### config.mk
export PLATFORM = sky130hd
export DESIGN_NAME = button_conditioner_flat
export DESIGN_NICKNAME = d
export VERILOG_FILES = /design/src/rtl/btn_pkg.sv /design/src/rtl/button_conditioner_if.sv /design/src/rtl/btn_debounce_ch.sv /design/src/rtl/button_conditioner.sv /design/src/flat_wrapper.sv
export SDC_FILE = /design/constraint.sdc
export NUM_CORES = 1
export LEC_CHECK = 0
export CORE_MARGIN = 2
export CORE_UTILIZATION = 34
export CTS_CLUSTER_SIZE = 40
export DETAILED_ROUTE_END_ITERATION = 10
export GPL_TIMING_DRIVEN = 0
export HOLD_SLACK_MARGIN = 0.02
export PLACE_DENSITY = 0.6
export SYNTH_ARGS = -nofsm -noshare
export SYNTH_HDL_FRONTEND = slang
export SYNTH_HIERARCHICAL = 1
export SYNTH_SLANG_ARGS = --single-unit
### constraint.sdc
create_clock -name CLOCK_50 -period 3.4 [get_ports CLOCK_50]
set_input_delay 0.51 -clock CLOCK_50 [delete_from_list [all_inputs] [get_ports CLOCK_50]]
set_output_delay 0.51 -clock CLOCK_50 [all_outputs]
set_load 0.01 [all_outputs]
### src/rtl/btn_pkg.sv
// Shared constants for the push-button conditioner: FSM encodings, default timing, synchroniser depth.
package btn_pkg;

   localparam logic [1:0] ST_IDLE         = 2'd0;
   localparam logic [1:0] ST_PRESS_WAIT   = 2'd1;
   localparam logic [1:0] ST_PRESSED      = 2'd2;
   localparam logic [1:0] ST_RELEASE_WAIT = 2'd3;

   localparam int DEF_DEBOUNCE_CYCLES = 500000;
   localparam int DEF_REPEAT_DELAY    = 25000000;
   localparam int DEF_REPEAT_PERIOD   = 5000000;
   localparam int SYNC_STAGES         = 2;

endpackage

### src/rtl/button_conditioner_if.sv
// Raw button inputs and conditioned level/strobe outputs; master drives the buttons, slave is the conditioner.
interface button_conditioner_if #(
   parameter int N_BUTTONS = 3
);
   logic [N_BUTTONS-1:0] BUTTON;
   logic [N_BUTTONS-1:0] HELD;
   logic [N_BUTTONS-1:0] PRESS;
   logic [N_BUTTONS-1:0] RELEASE;

   modport master (output BUTTON, input HELD, input PRESS, input RELEASE);
   modport slave  (input BUTTON, output HELD, output PRESS, output RELEASE);
endinterface

### src/rtl/btn_debounce_ch.sv
// One button channel: 2-flop sync, debounce FSM, strobes DEBOUNCE_CYCLES+2 cycles after first sampling edge.
// No backpressure; auto-repeat of PRESS while held exists only when BTN_AUTOREPEAT_EN is defined.
module btn_debounce_ch
   import btn_pkg::*;
#(
   parameter int DEBOUNCE_CYCLES = DEF_DEBOUNCE_CYCLES,
   parameter bit ACTIVE_LOW      = 1'b1,
   parameter int REPEAT_DELAY    = DEF_REPEAT_DELAY,
   parameter int REPEAT_PERIOD   = DEF_REPEAT_PERIOD
) (
   input  logic clk,
   input  logic rst,
   input  logic raw,
   output logic held,
   output logic press,
   output logic rel
);

   localparam int CW = $clog2(DEBOUNCE_CYCLES + 1);
   localparam logic [CW-1:0] CNT_LAST = CW'(DEBOUNCE_CYCLES - 1);

   logic [SYNC_STAGES-1:0] sync_q;
   logic                   smp;
   logic [1:0]             state;
   logic [CW-1:0]          cnt;

`ifdef BTN_AUTOREPEAT_EN
   localparam int RMAX = (REPEAT_DELAY > REPEAT_PERIOD) ? REPEAT_DELAY : REPEAT_PERIOD;
   localparam int RW   = $clog2(RMAX + 1);

   logic [RW-1:0] rpt;
   logic          rpt_first;
   logic [RW-1:0] rpt_last;

   assign rpt_last = rpt_first ? RW'(REPEAT_DELAY - 1) : RW'(REPEAT_PERIOD - 1);
`endif

   // Normalise to pressed=1 after the last synchroniser stage.
   assign smp = sync_q[SYNC_STAGES-1] ^ ACTIVE_LOW;

   always_ff @(posedge clk or posedge rst) begin
      if (rst) begin
         sync_q <= {SYNC_STAGES{ACTIVE_LOW}};
         state  <= ST_IDLE;
         cnt    <= '0;
         held   <= 1'b0;
         press  <= 1'b0;
         rel    <= 1'b0;
`ifdef BTN_AUTOREPEAT_EN
         rpt       <= '0;
         rpt_first <= 1'b1;
`endif
      end else begin
         sync_q <= {sync_q[SYNC_STAGES-2:0], raw};
         press  <= 1'b0;
         rel    <= 1'b0;
         case (state)
            ST_IDLE: begin
               if (smp) begin
                  state <= ST_PRESS_WAIT;
                  cnt   <= CW'(1);
               end
            end
            ST_PRESS_WAIT: begin
               if (!smp) begin
                  state <= ST_IDLE;
                  cnt   <= '0;
               end else if (cnt == CNT_LAST) begin
                  state <= ST_PRESSED;
                  press <= 1'b1;
                  held  <= 1'b1;
                  cnt   <= '0;
`ifdef BTN_AUTOREPEAT_EN
                  rpt       <= '0;
                  rpt_first <= 1'b1;
`endif
               end else begin
                  cnt <= cnt + CW'(1);
               end
            end
            ST_PRESSED: begin
               if (!smp) begin
                  state <= ST_RELEASE_WAIT;
                  cnt   <= CW'(1);
               end else begin
`ifdef BTN_AUTOREPEAT_EN
                  // Repeat count only advances on pressed samples, so a bounce resumes where it left off.
                  if (rpt == rpt_last) begin
                     press     <= 1'b1;
                     rpt       <= '0;
                     rpt_first <= 1'b0;
                  end else begin
                     rpt <= rpt + RW'(1);
                  end
`endif
               end
            end
            ST_RELEASE_WAIT: begin
               if (smp) begin
                  state <= ST_PRESSED;
                  cnt   <= '0;
               end else if (cnt == CNT_LAST) begin
                  state <= ST_IDLE;
                  rel   <= 1'b1;
                  held  <= 1'b0;
                  cnt   <= '0;
               end else begin
                  cnt <= cnt + CW'(1);
               end
            end
            default: begin
               state <= ST_IDLE;
               cnt   <= '0;
            end
         endcase
      end
   end

endmodule

### src/rtl/button_conditioner.sv
// N independent debounced button channels on CLOCK_50; registered HELD/PRESS/RELEASE, no backpressure.
// Auto-repeat of PRESS is compiled in only when BTN_AUTOREPEAT_EN is defined.
module button_conditioner
   import btn_pkg::*;
#(
   parameter int N_BUTTONS       = 3,
   parameter int DEBOUNCE_CYCLES = DEF_DEBOUNCE_CYCLES,
   parameter bit ACTIVE_LOW      = 1'b1,
   parameter int REPEAT_DELAY    = DEF_REPEAT_DELAY,
   parameter int REPEAT_PERIOD   = DEF_REPEAT_PERIOD
) (
   input  logic                 CLOCK_50,
   input  logic                 RESET,
   button_conditioner_if.slave  btn
);

   logic [N_BUTTONS-1:0] held_v;
   logic [N_BUTTONS-1:0] press_v;
   logic [N_BUTTONS-1:0] rel_v;

   for (genvar g = 0; g < N_BUTTONS; g++) begin : g_ch
      btn_debounce_ch #(
         .DEBOUNCE_CYCLES (DEBOUNCE_CYCLES),
         .ACTIVE_LOW      (ACTIVE_LOW),
         .REPEAT_DELAY    (REPEAT_DELAY),
         .REPEAT_PERIOD   (REPEAT_PERIOD)
      ) u_ch (
         .clk   (CLOCK_50),
         .rst   (RESET),
         .raw   (btn.BUTTON[g]),
         .held  (held_v[g]),
         .press (press_v[g]),
         .rel   (rel_v[g])
      );
   end

   assign btn.HELD    = held_v;
   assign btn.PRESS   = press_v;
   assign btn.RELEASE = rel_v;

endmodule

### src/flat_wrapper.sv
// flat-port wrapper written by rule: the top's interface ports become plain ports
module button_conditioner_flat import btn_pkg::*;
#(
   parameter int N_BUTTONS       = 3,
   parameter int DEBOUNCE_CYCLES = DEF_DEBOUNCE_CYCLES,
   parameter bit ACTIVE_LOW      = 1'b1,
   parameter int REPEAT_DELAY    = DEF_REPEAT_DELAY,
   parameter int REPEAT_PERIOD   = DEF_REPEAT_PERIOD
)
  (CLOCK_50, RESET, btn_BUTTON, btn_HELD, btn_PRESS, btn_RELEASE);
  button_conditioner_if #(.N_BUTTONS(N_BUTTONS)) btn_i ();
  input  logic CLOCK_50;
  input  logic RESET;
  input wire logic [$bits(btn_i.BUTTON)-1:0] btn_BUTTON;
  output wire logic [$bits(btn_i.HELD)-1:0] btn_HELD;
  output wire logic [$bits(btn_i.PRESS)-1:0] btn_PRESS;
  output wire logic [$bits(btn_i.RELEASE)-1:0] btn_RELEASE;
  assign btn_i.BUTTON = btn_BUTTON;
  assign btn_HELD = btn_i.HELD;
  assign btn_PRESS = btn_i.PRESS;
  assign btn_RELEASE = btn_i.RELEASE;
  button_conditioner #(.N_BUTTONS(N_BUTTONS), .DEBOUNCE_CYCLES(DEBOUNCE_CYCLES), .ACTIVE_LOW(ACTIVE_LOW), .REPEAT_DELAY(REPEAT_DELAY), .REPEAT_PERIOD(REPEAT_PERIOD)) u_core (.CLOCK_50(CLOCK_50), .RESET(RESET), .btn(btn_i));
endmodule
==> summary.txt, run 1 <==
Synthesis
  • Largest family of logic cells by synthesized area: simple AND/OR/NAND/NOR gates
  • Most numerous cell in the Yosys netlist: dfrtp_1
  • Multiplexer area fraction after synthesis: less than 1%
  • Yosys warns: 6
  • Compound-cell area share of the yosys netlist: 12.7%
  • Most used DFF post-synth: dfrtp_1
  • Commonest cells post-synth: dfrtp_1, nand2_1, nand3_1
  • Ys async rst share: 100%
  • Dominant cell type by area after synthesis: dfrtp_1
  • Syn_area_per_cell: 9.24 sq um
  • Post-synth top area share: a little over two fifths
  • Area share of fa/ha/maj cells after synthesis: less than 1%
  • Synthesis-stage register bit count: 78
  • Gate Count Post-Synth: around 460
  • Number of unique standard cell types used by synthesis: 61
  • Xor-xnor portion of the synthesized cell area: under 10%
  • Simple-gate portion of the synthesized area: 32.8%
  • Net count after synthesis: 467
  • Syn Std Cell Area: between 4000 and 5000 sq um
  • Seq/Total Area, Yosys: 46.2%
  • Post-synth EDFFs: 0
  • Synth top area cells: dfrtp_1, nand3_1, nand2_1

Placement
  • Setup WS pre-CTS: 1.31 ns
  • PortBufs: 13
  • Placed Cells: 640
  • Post-DP HPWL: ~6.4 mm
  • RD Place Congestion: 0.875

Clocking
  • Post CTS Setup Buffer Count: 0
  • Worst-Skew Late Latency: 0.34 ns
  • Worst-case clock buffer depth: 2
  • # hold bufs at CTS: 0
  • Root buf cell: clkbuf_16
  • H-tree depth: 3
  • Post-cts sizing count: 0
  • CTS buffer count: 9
  • Clock transition at path regs: 0.06 ns
  • CTS tree: built
  • Clk sinks: 78

Power
  • P_leak: 1.96 nW
  • Pwr Total: 1.94 mW
  • Worst IR Drop VDD: 209 uV
  • Pwr dens: approximately 400 nW/um^2

Timing
  • Finish-stage setup viols: 0
  • Clock Skews: about 0.0067 ns
  • Hold Vio Cnt, Final: 0
  • PnR worst setup slack: approximately 1.3 ns
  • Slew HR: 33.2%
  • TNS Setup: 0 ns
  • Worst-margin pin slew: roughly 1 ns
  • Final Max Tran Viols: 0
  • Tmin final: 2.08 ns
  • RSZ-0062 raised after global routing: false
  • Period utilisation layout: 61.3%
  • Max Clock Freq: 480 MHz

Worst setup path
  • Largest fanout on the critical path: 10
  • CP Data Arrival Time: roughly 2.3 ns
  • Critical path type: register to register
  • CP startpoint kind: register
  • WP data required: between 3 and 4 ns
  • Crit. End Element: register

Global route
  • Antenna violations before repair: 0
  • First-pass GRT wire length: 16.8 mm
  • Grt ovf: 0
  • GRT Util Overall: 15.8%
  • Vias in the first global route: 3,385
  • Largest net degree at the start of global routing: 27

Route
  • Max layer used: met4
  • WL met2: 4.39 mm
  • 1st-pass router iterations: 4
  • Overall routed net length: about 9.5 mm
  • DRC viols: 0
  • Via count: 3,507
  • Initial DRC Count: between 200 and 250
  • Met3 routed WL: 229 um
  • Met1 WL: 4.70 mm
  • DRT antenna net count: 0
  • Vias per Instance: approximately 5.3
  • Wire per inst: 14.5 um

Floorplan
  • I/O pin count: 14
  • Area of the core: 12,100 sq um
  • Die H: 116 um
  • Row Count: 40
  • Die Area: between 10,000 and 15,000 sq um
  • Chip width: 116 um
  • Initial Utilization: 35.0%

Run status
  • Outcome: finished, final reports clean

Layout
  • Layout overhead on the synthesized area: 14.4%
  • Non-Filler Instances: 656
  • Inserted Diodes: 0
  • Net count, final: 491
  • Share of layout cells above drive strength 1: between 9 and 10%
  • Post-Route Utilization: between 40% and 50%

Hold path
  • Hold Crit Class: register to register

Job
  • Maxcap violations: 0
## sequential cells by signal (all words and copies together) (netlist names), named ones only
signal and cells:
u_core/g_ch.u_ch/cnt 57, u_core/g_ch.u_ch/state 3, u_core/g_ch.u_ch/held 3, u_core/g_ch.u_ch/rel 3
u_core/g_ch.u_ch/press 3, u_core/g_ch.u_ch/sync_q 6
## critical path, stage by stage (launching register included)
cell and delay [ns]:
dfstp_2 0.58, xnor2_1 0.11, nor2_1 0.61, clkbuf_1 0.47, nand2_1 0.09, o311ai_0 0.10
## routing by layer
metal,up-vias,track usage (%)
met2,51,25.1
met4,0,6.43
li1,1737,-
met5,-,0
met3,12,2.98
met1,1707,21.3
## stage by stage
| stage | hold WS (ns) | area (sq um) |
|---|---|---|
| floorplan | 0.345 | 4240 |
| global placement | 0.348 | 4580 |
| detailed placement | 0.348 | 4580 |
| CTS | 0.356 | 4850 |
| global route | 0.364 | 4850 |
| finish | 0.355 | 4850 |
## power by group
part / switching (mW) / internal [mW]
clock: 0.363 / 0.510
combinational: 0.0721 / 0.0304
sequential: 0.0192 / 0.946
## path summary, 6_finish.rpt
check	startpoint	endpoint	slack, ns	depth (start not counted)
max in group asynchronous	RESET	u_core/g_ch[1].u_ch/cnt[9]	1.96	2
worst min register to register	u_core/g_ch[1].u_ch/sync_q[0]	u_core/g_ch[1].u_ch/sync_q[1]	0.36	0
worst min-delay path	u_core/g_ch[1].u_ch/sync_q[0]	u_core/g_ch[1].u_ch/sync_q[1]	0.36	0
min in group asynchronous	RESET	u_core/g_ch[0].u_ch/cnt[5]	0.81	2
worst max register to register	u_core/g_ch[0].u_ch/sync_q[1]	u_core/g_ch[0].u_ch/cnt[15]	1.32	5
worst max-delay path	u_core/g_ch[0].u_ch/sync_q[1]	u_core/g_ch[0].u_ch/cnt[15]	1.32	5
## cell families (layout without fill, tap and decap cells)
| family | count (synthesis) | count (layout) |
|---|---|---|
| buffers and inverters | 35 | 64 |
| AND/OR/NAND/NOR | 241 | 241 |
| adder cells (fa/ha/maj) | 3 | 3 |
| flip-flops | 78 | 78 |
| multiplexers | 4 | 4 |
| AO/OA/AOI/OAI | 84 | 84 |
| XOR/XNOR | 14 | 14 |
## area by class of cell
cell class	count	area, sq um
clock inverters	4	22.5
inverters	20	75.1
flip-flops and latches	78	1960
plain buffers	15	75.1
well taps	168	210
fillers	1222	7260
multi-input cells	346	2130
repair buffers	13	130
clock buffers	12	246
## layout by cell type, fill, tap and decap left out, types with 6 or more instances in the layout
| cell | count |
|---|---|
| nand4_1 | 23 |
| o21ai_1 | 7 |
| clkdlybuf4s50_1 | 13 |
| nand2_1 | 69 |
| and2_1 | 10 |
| xnor2_1 | 8 |
| inv_1 | 20 |
| or3_1 | 14 |
| dfstp_2 | 6 |
| o21ai_0 | 17 |
| a21oi_1 | 21 |
| dfrtp_1 | 72 |
| clkbuf_1 | 12 |
| clkbuf_16 | 9 |
| xor2_1 | 6 |
| nor4_1 | 6 |
| nand3_1 | 52 |
| nor3_1 | 7 |
| nor2_1 | 18 |
Note: power is estimated with default switching activity, not from simulation.
==> inputs of run 2 (changes only) <==
--- a/config.mk
+++ b/config.mk
@@ -11,7 +11,7 @@
 export DETAILED_ROUTE_END_ITERATION = 10
 export GPL_TIMING_DRIVEN = 0
 export HOLD_SLACK_MARGIN = 0.02
-export PLACE_DENSITY = 0.6
+export PLACE_DENSITY = 0.62
 export SYNTH_ARGS = -nofsm -noshare
 export SYNTH_HDL_FRONTEND = slang
 export SYNTH_HIERARCHICAL = 1
==> constraint.sdc (replaced) <==
create_clock -name CLOCK_50 -period 1.9 [get_ports CLOCK_50]
set_input_delay 0.285 -clock CLOCK_50 [delete_from_list [all_inputs] [get_ports CLOCK_50]]
set_output_delay 0.285 -clock CLOCK_50 [all_outputs]
set_load 0.01 [all_outputs]
==> summary.txt, run 2 (same netlist as run 1, synthesis figures left out) <==
Worst setup path
  • Crit. End Element: register
  • CP startpoint kind: register
  • CP Data Arrival Time: 2.06 ns
  • Largest fanout on the critical path: 8
  • WP data required: 2.13 ns
  • Critical path type: register to register

Global route
  • Antenna violations before repair: 0
  • Grt ovf: 0
  • Largest net degree at the start of global routing: 27
  • GRT Util Overall: 15.4%
  • Vias in the first global route: 3,327
  • First-pass GRT wire length: 16.3 mm

Placement
  • Placed Cells: 640
  • PortBufs: 13
  • Post-DP HPWL: 6.33 mm
  • DP Area: approximately 4600 sq um
  • RD Place Congestion: roughly 0.83

Layout
  • # fillers: 1,220
  • Most frequent cells in the layout: dfrtp_1, nand2_1, nand3_1
  • Largest reg by FF count: u_core/g_ch.u_ch/cnt
  • Net count, final: between 500 and 600
  • Largest regs: u_core/g_ch.u_ch/cnt: 57 flops, u_core/g_ch.u_ch/sync_q: 6 flops
  • Max FFs per register: 57
  • Commonest non-fill, non-tap cell in the layout: dfrtp_1
  • Inserted Diodes: 0
  • Layout overhead on the synthesized area: 23.0%
  • Share of layout cells above drive strength 1: 18.9%
  • Finished Cell Area: 5220 sq um
  • Non-Filler Instances: slightly below 700

Power
  • Pwr dens: 728 nW/um^2
  • Worst IR Drop VDD: 471 uV
  • Clock Power Share: 49.2%
  • Switching Fraction: between 20% and 30%
  • Pint: a little under 3 mW
  • Sequential power share: 45.4%
  • Net load switching power: roughly 880 uW
  • Comb pwr share: 5.4%
  • P_leak: around 2.2 nW

Timing
  • Tmin final: 1.83 ns
  • Hold Vio Cnt, Final: 0
  • RSZ-0062 raised after global routing: true
  • Period utilisation layout: 96.2%
  • Clock Skews: 0.00645 ns
  • Slew HR: about a third
  • Final Max Tran Viols: 0
  • Worst-margin pin slew: 0.978 ns
  • TNS Setup: 0 ns
  • Finish-stage setup viols: 0
  • Max Clock Freq: around 550 MHz

Route
  • Vias per Instance: 5.36
  • 1st-pass router iterations: 4
  • DRC viols: 0
  • Initial DRC Count: a little over 200
  • Via count: 3,619
  • Wire per inst: 14.3 um
  • DRT antenna net count: 0
  • Overall routed net length: 9.68 mm

Run status
  • Outcome: finished, final reports clean

Floorplan
  • Row Count: 40
  • Initial Utilization: 35.0%
  • Area of the core: 12,100 sq um
  • Chip width: between 100 and 150 um
  • Die Area: between 10,000 and 15,000 sq um
  • Die H: 116 um
  • I/O pin count: 14

Clocking
  • Worst-Skew Late Latency: 0.34 ns
  • CTS buffer count: 9
  • Worst-case clock buffer depth: 2
  • H-tree depth: 3
  • Clock transition at path regs: around 0.060 ns
  • # hold bufs at CTS: 0
  • Clk sinks: 78
  • CTS tree: built
  • Root buf cell: clkbuf_16

Job
  • Maxcap violations: 0

Hold path
  • Hold Crit Class: input port to register
run 2: power by group through the flow:
stage	Sequential, mW	Clock (mW)	Combinational, mW
after floorplan	1.75	0	0.130
after global placement	1.75	0	0.182
after detailed placement	1.75	0	0.186
after CTS	1.72	1.92	0.204
after global routing	1.73	2.00	0.229
final	1.73	1.87	0.204
run 2: per-layer routing:
metal	vias to the layer above	part of all wire, %	track usage [%]
met4	0	1.8	7.14
met5	-	0	0
li1	1773	-	-
met3	12	3.4	3.35
met2	60	47	23.3
met1	1774	48	21.1
run 2: critical path, stage by stage, from the launching register on:
cell and delay, ns:
dfrtp_1 0.35, buf_2 0.17, or4_4 0.53, nor2_4 0.19
a21oi_4 0.10, nor4b_4 0.14, a211o_1 0.23
run 2: what timing repair did:
item / 4_1_cts / 5_1_grt
pin swaps: 9 / 14
gates resized for setup: 12 / 29
buffers inserted: 12 / 11
setup endpoints to repair: 36 / 56
run 2: worst paths after layout:
kind                                                from                             to  slack [ns]  cells past startpoint
min in group asynchronous                          RESET    u_core/g_ch[2].u_ch/cnt[17]        0.55                      2
setup reg to reg              u_core/g_ch[1].u_ch/cnt[7]     u_core/g_ch[1].u_ch/cnt[5]        0.07                      6
max in group asynchronous                          RESET     u_core/g_ch[0].u_ch/cnt[9]        0.67                      2
setup / recovery              u_core/g_ch[1].u_ch/cnt[7]     u_core/g_ch[1].u_ch/cnt[5]        0.07                      6
hold reg to reg            u_core/g_ch[1].u_ch/sync_q[0]  u_core/g_ch[1].u_ch/sync_q[1]        0.35                      0
hold / removal                             btn_BUTTON[2]  u_core/g_ch[2].u_ch/sync_q[0]        0.34                      1
run 2: final cells by class:
cell class	instances	area (sq um)	area share, %
plain buffers	11	66.3	1.27
flip-flops and latches	78	1960	37.6
inverters	20	75.1	1.44
multi-input cells	346	2270	43.6
repair buffers	36	303	5.81
clock inverters	7	97.6	1.87
clock buffers	9	225	4.32
well taps	168	210	4.03
run 2: stage by stage:
stage / hold WS (ns) / total power [mW] / setup slack [ns] / utilization [%]
6_report: 0.342 / 3.80 / 0.0731 / 43.1
5_1_grt: 0.330 / 3.96 / -0.00919 / 43.1
4_1_cts: 0.328 / 3.85 / 0.00127 / 41.7
3_5_place_dp: 0.348 / 1.94 / -0.162 / 37.8
3_3_place_gp: 0.346 / 1.94 / -0.130 / 37.8
2_1_floorplan: 0.289 / 1.88 / 0.0953 / -
